==> config.mk <==
export PLATFORM = sky130hd
export DESIGN_NAME = program_counter_nested
export DESIGN_NICKNAME = d
export VERILOG_FILES = /design/src/rtl/program_counter_nested.sv
export SDC_FILE = /design/constraint.sdc
export NUM_CORES = 1
export LEC_CHECK = 0
export ABC_AREA = 1
export ABC_CLOCK_PERIOD_IN_PS = 4500
export BUFFER_PORTS_ARGS = -buffer_cell sky130_fd_sc_hd__buf_2
export CAP_MARGIN = 40
export CORE_UTILIZATION = 57
export DETAILED_ROUTE_END_ITERATION = 10
export PLACE_DENSITY = 0.78
export RECOVER_POWER = 25
export SETUP_SLACK_MARGIN = 0.3
export SYNTH_ARGS = -nofsm -noshare
export SYNTH_HDL_FRONTEND = slang
export SYNTH_SLANG_ARGS = --single-unit
==> constraint.sdc <==
create_clock -name clk -period 4.5 [get_ports clk]
set_input_delay 0.9 -clock clk [delete_from_list [all_inputs] [get_ports clk]]
set_output_delay 0.9 -clock clk [all_outputs]
set_load 0.05 [all_outputs]
==> src/rtl/program_counter_nested.sv <==
// Instruction fetch address generator: sequential advance bounded by the loaded cache window,
// plus interrupt jump / return through a return-address stack. Acks and redirect are registered (1 cycle).
module program_counter_nested #(
    parameter int ADDR_WIDTH_MEM  = 16,
    parameter int ISA_DEPTH       = 64,
    parameter int TOTAL_ISA_DEPTH = 128,
    parameter int DDR_ADDR_WIDTH  = 28,
    parameter int STACK_DEPTH     = 4,
    parameter int JMP_SHIFT       = 3
) (
    input  logic                               clk,
    input  logic                               rst,
    input  logic                               ins_fire,
    input  logic                               ins_cache_rdy,
    input  logic [9:0]                         load_times,
    input  logic                               int_req,
    input  logic [DDR_ADDR_WIDTH-1:0]          int_vector,
    input  logic                               ret_req,
    output logic [ADDR_WIDTH_MEM-1:0]          addr_ins,
    output logic [ADDR_WIDTH_MEM-1:0]          addr_cur_ins,
    output logic                               int_ack,
    output logic                               ret_ack,
    output logic                               redirect,
    output logic [$clog2(STACK_DEPTH+1)-1:0]   stack_level,
    output logic                               ovf_err,
    output logic                               unf_err,
    output logic                               done
);
    localparam int SW = $clog2(STACK_DEPTH + 1);
    localparam int IW = (STACK_DEPTH > 1) ? $clog2(STACK_DEPTH) : 1;
    localparam int LW = ADDR_WIDTH_MEM + 10;

    typedef enum logic [1:0] {START, RUN, REDIRECT, DONE} state_t;

    state_t                                     state_q, state_d;
    logic [ADDR_WIDTH_MEM-1:0]                  addr_ins_q, addr_ins_d;
    logic [ADDR_WIDTH_MEM-1:0]                  addr_cur_q, addr_cur_d;
    logic                                       int_ack_q, int_ack_d;
    logic                                       ret_ack_q, ret_ack_d;
    logic                                       redirect_q, redirect_d;
    logic [SW-1:0]                              level_q, level_d;
    logic                                       ovf_q, ovf_d;
    logic                                       unf_q, unf_d;
    logic                                       done_q, done_d;
    logic [STACK_DEPTH-1:0][ADDR_WIDTH_MEM-1:0] stack_q, stack_d;

    logic [LW-1:0]             limit;
    logic [ADDR_WIDTH_MEM-1:0] addr_inc;
    logic                      stack_full;
    logic                      stack_empty;
    logic                      adv_ok;

    // Window limit is formed at full width so large load_times never wraps.
    assign limit       = LW'(ISA_DEPTH) * LW'(load_times);
    assign addr_inc    = addr_ins_q + 1'b1;
    assign stack_full  = (level_q == SW'(STACK_DEPTH));
    assign stack_empty = (level_q == '0);
    assign adv_ok      = ins_fire && ins_cache_rdy
                      && (LW'(addr_ins_q) < LW'(TOTAL_ISA_DEPTH))
                      && (LW'(addr_ins_q) != limit);

    always_comb begin
        state_d    = state_q;
        addr_ins_d = addr_ins_q;
        addr_cur_d = addr_cur_q;
        int_ack_d  = 1'b0;
        ret_ack_d  = 1'b0;
        redirect_d = 1'b0;
        level_d    = level_q;
        ovf_d      = ovf_q;
        unf_d      = unf_q;
        done_d     = done_q;
        stack_d    = stack_q;
        case (state_q)
            START: state_d = RUN;
            RUN, DONE: begin
                if (int_req) begin
                    int_ack_d = 1'b1;
                    if (!stack_full) begin
                        stack_d[IW'(level_q)] = addr_ins_q;
                        level_d    = level_q + 1'b1;
                        addr_ins_d = int_vector[JMP_SHIFT +: ADDR_WIDTH_MEM];
                        redirect_d = 1'b1;
                        done_d     = 1'b0;
                        state_d    = REDIRECT;
                    end else begin
                        ovf_d = 1'b1;
                    end
                end else if (state_q == RUN && ret_req) begin
                    ret_ack_d = 1'b1;
                    if (!stack_empty) begin
                        addr_ins_d = stack_q[IW'(level_q - 1'b1)];
                        level_d    = level_q - 1'b1;
                        redirect_d = 1'b1;
                        state_d    = REDIRECT;
                    end else begin
                        unf_d = 1'b1;
                    end
                end else if (state_q == RUN && adv_ok) begin
                    addr_ins_d = addr_inc;
                    addr_cur_d = addr_inc;
                    if (LW'(addr_inc) == LW'(TOTAL_ISA_DEPTH)) begin
                        done_d  = 1'b1;
                        state_d = DONE;
                    end
                end
            end
            // The cache refetches this cycle; requests are not resampled here.
            REDIRECT: state_d = RUN;
            default:  state_d = START;
        endcase
    end

    always_ff @(posedge clk or posedge rst) begin
        if (rst) begin
            state_q    <= START;
            addr_ins_q <= '0;
            addr_cur_q <= '0;
            int_ack_q  <= 1'b0;
            ret_ack_q  <= 1'b0;
            redirect_q <= 1'b0;
            level_q    <= '0;
            ovf_q      <= 1'b0;
            unf_q      <= 1'b0;
            done_q     <= 1'b0;
            stack_q    <= '0;
        end else begin
            state_q    <= state_d;
            addr_ins_q <= addr_ins_d;
            addr_cur_q <= addr_cur_d;
            int_ack_q  <= int_ack_d;
            ret_ack_q  <= ret_ack_d;
            redirect_q <= redirect_d;
            level_q    <= level_d;
            ovf_q      <= ovf_d;
            unf_q      <= unf_d;
            done_q     <= done_d;
            stack_q    <= stack_d;
        end
    end

    assign addr_ins     = addr_ins_q;
    assign addr_cur_ins = addr_cur_q;
    assign int_ack      = int_ack_q;
    assign ret_ack      = ret_ack_q;
    assign redirect     = redirect_q;
    assign stack_level  = level_q;
    assign ovf_err      = ovf_q;
    assign unf_err      = unf_q;
    assign done         = done_q;
endmodule

* After elaboration in Yosys (flattened, before gate mapping)
Cells that the tools add are included.
** Storage, ports and cells
- Bits in registers :: 107
- Output and inout port bits :: 41
** Cells by class
- Magnitude comparators :: 4
- Mux-type cells :: 36
- Bitwise operators :: 3
- Reduce and logical (&&, ||, !) cells :: 22
- $add $sub $neg :: 3
- Eq/ne operators :: 14
** Operators by type and width (count)
- 2-to-1 mux 16 bit :: 7
- bitwise mux 64 bit :: 1
- binary-select mux 16 bit (select 2 bit) :: 1
- demux 16 bit (select 2 bit) :: 1
- AND reduction 4 bit :: 5
- adder 16 x 1 -> 16 bit, second input constant :: 1
- == test 16 x 8 -> 1 bit, second input constant :: 1
- < comparator 16 x 8 -> 1 bit, second input constant :: 1
- inequality test 16 bit :: 1
- 2-to-1 mux 1 bit :: 15
- 2-to-1 mux 2 bit :: 6
- 2-to-1 mux 3 bit :: 4
- inequality test 4 bit, second input constant :: 3
- logical AND 1 bit :: 6
- < comparator 2 x 3 -> 1 bit, second input constant :: 2
- inequality test 2 bit, second input constant :: 3
- inequality test 3 bit, second input constant :: 2
- AND reduction 3 bit :: 2
- nonzero test 2 bit :: 3
- AND reduction 5 bit :: 1
- == test 2 bit, second input constant :: 2
- case mux 2 bit (2 select lines) :: 1
- OR reduction 2 bit :: 2
- adder 3 x 1 -> 3 bit, second input constant :: 1
- other kinds (8) :: 10

* Logic depth before layout (Yosys ltp)
- Depth after elaboration :: 8
- Gate-level depth with buffers :: 14

* Worst setup path before layout
OpenSTA, ideal clock, no wires.
- Kind :: reg-to-reg
- Start point :: register level_q[0] (netlist: stack_level[0])
- End point :: register addr_ins_q[12] (netlist: addr_ins[12])
- Library setup time :: 120 ps
- Setup slack :: 1894 ps
- Stages on the path, launching flop included :: 15
- Path buffers :: 3
- Data arrival time :: 2486 ps
- Path through :: dfrtp_1 > clkbuf_1 > inv_1 > buf_1 > ha_1 > ha_1 > nand2_1 > inv_1 > nor2_1 > inv_1 > nor2_8 > nand2_8 > buf_6 > nand2_1 > nand2_1
** On the way
- Longest elaborated chain between the ends :: 6
** Ends and longest elaborated chain
- from (decl) :: line 41 : logic [SW-1:0] level_q, level_d;
- from (signal assigned) :: line 134 : level_q <= level_d;
- subtractor 3 x 1 -> 3 bit
- binary-select mux 16 bit (select 2 bit) :: line 92 : addr_ins_d = stack_q[IW'(level_q - 1'b1)];
- 2-to-1 mux 16 bit (implied by the code) :: line 92
- 2-to-1 mux 16 bit :: line 91 : if (!stack_empty) begin
- 2-to-1 mux 16 bit :: line 89 : end else if (state_q == RUN && ret_req) begin
- 2-to-1 mux 16 bit :: line 77 : if (int_req) begin
- to (signal assigned) :: line 129 : addr_ins_q <= addr_ins_d;
- to (decl) :: line 36 : logic [ADDR_WIDTH_MEM-1:0] addr_ins_q, addr_ins_d;
Several ways; a longest one is shown, not always the timed one. The select of a mux whose other input is x is not followed.
A chain may end at the register's enable or synchronous reset.

* Worst setup path in the final report
- Start point :: input int_req
- End point :: register level_q[2] (netlist: stack_level[2])
** On the way
- Longest elaborated chain between the ends :: 2
** Ends and longest elaborated chain
- from (decl) :: line 16 : input logic int_req,
- inequality test 2 bit (no source line) / nonzero test 2 bit (equally long branches)
- AND reduction 4 bit (no source line)
Several ways; a longest one is shown, not always the timed one.

==> flow_summary_export.csv <==
group,metric,value,unit
run_status,run_status,"finished, violations left",
run_status,failing_checks,"max-capacitance violations, max-slew violations",
setup_path,reg2regPathDepth,9,
setup_path,critical_path_at,2.77,ns
drt,detail_route.wl_per_cell,15.4,um
drt,drt_iter0_drc,379,
drt,detail_route.vias_per_cell,5.52,
layout,layout-drive-gt1-share,0.146,
pwr,share_comb_of_total_power,0.505,
floorplan,die_h,101,um
pwr,power.static_leakage,3.22,nW
synthesis,synth.top_cells.by_area,"sky130_fd_sc_hd__dfrtp_1 (48%), sky130_fd_sc_hd__nand2_1 (16%), sky130_fd_sc_hd__o21ai_0 (9.6%)",
setup_path,startpoint_of_the_most_critical_register_to_register_path,"stack_level[1]$_DFFE_PP0P_",
synthesis,synth_largest_type_area_fraction,0.483,
drt,drt.antenna.violating_nets,0,
setup_path,ff2ff_setup_slack,2.03,ns
setup_path,r2r-end,"addr_ins[5]$_DFFE_PP0P_",
run,maxCapViolCount,2,
timing,period_share,0.558,
floorplan,dieWidth,101,um
timing,drv_slew,62,
hold_path,hold_path_depth,2,
layout,synthesis_to_finish_area_growth,12.8,%
clock_tree,ctsLongestPathBuffers,2,
clock_tree,cts_htree_levels,3,
pwr,p_total,4.55,mW
global_routing,globalRoute.totalOverflow,0,
synthesis,synth-async-reset-ratio,1.00,
hold_path,min-delay-path-class,"flop to flop",
setup_path,worst_setup_path_start_kind,"input port",
synthesis,yosys_warning_count,0,
synthesis,post_synth_inst_count,728,
global_routing,grt_first_pass_wirelength,23400,um
synthesis,synth.ff_latch_count,107,
global_routing,grt_start_max_net_pins,48,
pwr,power.switching_fraction,0.500,
setup_path,crit_type,"input port to flop",
timing,fmaxAchievable,398,MHz
hold_path,worst_hold_startpoint,"addr_cur_ins[12]$_DFFE_PP0P_",
drt,route.vias.total,5104,
layout,nFillCells,832,
global_routing,groute.usage.overall,0.302,
drt,drt_pre_antenna_iters,5,
layout,finish.utilization,0.670,
drt,drcViolationCount,0,
clock_tree,tritoncts_num_sinks,107,
timing,setup_viol_count_final,0,
clock_tree,cts.root.buffer_cell,"sky130_fd_sc_hd__clkbuf_8",
placed_design,placedCellCount,908,
setup_path,worstSetupEndpointType,"flop",
floorplan,num_io_pins,85,
hold_path,hold_path_end,"addr_cur_ins[12]$_DFFE_PP0P_",
timing,relSlewSlack,-0.202,
floorplan,fp.dieArea,10100,sq um
placed_design,count_of_port_buffers_added_during_placement,72,
synthesis,yosys.cell_types.count,33,
pwr,power_frac_seq,0.359,
setup_path,cp.required,4.76,ns
global_routing,antenna_found_initial,0,
floorplan,core.rowCount,35,
clock_tree,clk_transition_reported_paths,0.11,ns
clock_tree,postCtsSetupRepairBufs,0,
placed_design,finalWeightedCongestion,0.875,
clock_tree,clock_latency,0.37,ns
timing,skew,0.0115,ns
synthesis,yosys_most_used_dff,"sky130_fd_sc_hd__dfrtp_1",
clock_tree,cts.repair.resized,0,
floorplan,core,9330,sq um
synthesis,synthMostInstantiatedCell,"sky130_fd_sc_hd__nand2_1",
synthesis,post_synth_edffs,0,
floorplan,floorplan.initialDensity,0.594,
clock_tree,tritoncts,"done",
timing,hold_vio_cnt_final,0,
pwr,max-vdd-ir-drop,0.423,mV
clock_tree,cts-buffers-inserted,9,
pwr,internal-power,2.28,mW
pwr,power_per_cell_area,728,nW/um^2
synthesis,mappedNetlistArea,5540,sq um
synthesis,synthTopCellsByCount,"sky130_fd_sc_hd__nand2_1 (235), sky130_fd_sc_hd__dfrtp_1 (107), sky130_fd_sc_hd__o21ai_0 (106)",
timing,rsz0062_at_grt,"false",
synthesis,avgSynthCellArea,7.61,sq um
timing,totalNegativeSetupSlack,0,ns
synthesis,synth_net_count,781,
layout,fin_nets,843,
pwr,power_switching,2.28,mW
layout,layoutNonFillerInstCount,924,
drt,wire_length_reported_by_the_detailed_router,14200,um
pwr,power.clock.fraction,0.136,
timing,post-route-min-period,2.51,ns
setup_path,cp_max_fo,22,
synthesis,synth_sequential_area_ratio,0.483,
timing,tightest_slew,1.80,ns
global_routing,first_global_vias,4897,
layout,insertedDiodeCount,0,
placed_design,place.detailed.hpwl,10200,um
synthesis,synth_area_leader_cell,"sky130_fd_sc_hd__dfrtp_1",
clock_tree,postCtsHoldBufs,0,
-- how the worst max path moves through the flow --
| stage | from | end | slack, ns |
|---|---|---|---|
| after floorplan | rst | addr_cur_ins[0]$_DFFE_PP0P_ | 0.78 |
| after global placement | int_req | stack_level[2]$_DFFE_PP0P_ | 1.69 |
| after detailed placement | int_req | stack_level[2]$_DFFE_PP0P_ | 1.66 |
| after CTS | int_req | stack_level[2]$_DFFE_PP0P_ | 2.04 |
| after global routing | stack_level[1]$_DFFE_PP0P_ | addr_ins[5]$_DFFE_PP0P_ | 1.83 |
| final | int_req | stack_level[2]$_DFFE_PP0P_ | 1.99 |
-- layout by cell type (no fill, tap or decap), types with 7 or more instances in the layout --
cell,netlist,final
sky130_fd_sc_hd__o22ai_1,14,14
sky130_fd_sc_hd__o21ai_0,106,106
sky130_fd_sc_hd__xor2_1,7,7
sky130_fd_sc_hd__clkbuf_8,0,10
sky130_fd_sc_hd__nand2_1,235,235
sky130_fd_sc_hd__inv_2,7,7
sky130_fd_sc_hd__dfrtp_1,107,107
sky130_fd_sc_hd__buf_2,3,71
sky130_fd_sc_hd__nor2_1,69,69
sky130_fd_sc_hd__nand3_1,51,51
sky130_fd_sc_hd__ha_1,9,9
sky130_fd_sc_hd__inv_1,52,51
-- flip-flops by register name (all words and copies together) (netlist names) --
register and cells:
stack_q 64, addr_cur_ins 16, addr_ins 16, stack_level 3
state_q 2, done 1, int_ack 1, ovf_err 1
redirect 1, ret_ack 1, unf_err 1
-- metrics by stage --
| step | instance area, sq um | hold slack [ns] | setup slack (ns) |
|---|---|---|---|
| finish | 6250 | 0.472 | 1.99 |
| global route | 6250 | 0.493 | 1.83 |
| CTS | 6260 | 0.478 | 2.04 |
| detailed placement | 6050 | 0.449 | 1.66 |
| global placement | 5960 | 0.444 | 1.69 |
| floorplan | 5540 | 0.448 | 0.783 |
-- routing by layer --
layer | wire (um) | global-route usage
met1 | 6090 | 0.414
met2 | 6700 | 0.472
met3 | 1160 | 0.0659
met4 | 292 | 0.115
met5 | 0 | 0
-- critical path, cell delays in order --
cell and delay (ns):
sky130_fd_sc_hd__buf_2 0.37, sky130_fd_sc_hd__inv_1 0.19, sky130_fd_sc_hd__nand2_1 0.25, sky130_fd_sc_hd__inv_1 0.39, sky130_fd_sc_hd__nor3_4 0.36, sky130_fd_sc_hd__inv_1 0.11
sky130_fd_sc_hd__a21oi_1 0.14, sky130_fd_sc_hd__a21oi_1 0.05
-- power by group through the flow --
stage / Clock [mW] / Combinational [mW] / Sequential, mW
floorplan: 0 / 1.32 / 1.96
global placement: 0 / 2.19 / 1.62
detailed placement: 0 / 2.28 / 1.64
CTS: 0.630 / 2.28 / 1.63
global route: 0.663 / 2.55 / 1.68
finish: 0.618 / 2.30 / 1.63
-- layout make-up --
cell class	count	area [sq um]	share of cell area
inverter	60	226	0.0362
timing repair buffer	81	469	0.0750
tap	129	161	0.0258
sequential	107	2680	0.428
clock buffer	10	138	0.0220
clock inverter	6	72.6	0.0116
multi-input combinational	531	2510	0.401
-- cells by family (layout without fill, tap and decap cells) --
family,Yosys count,count (layout),share of synthesized area
simple gates,382,382,0.294
compound gates,131,131,0.124
flops,107,107,0.483
buf+inv,90,157,0.0643
fa+ha+maj,9,9,0.0203
xor+xnor,9,9,0.0142
No activity file was read; power rests on OpenSTA's default activity.
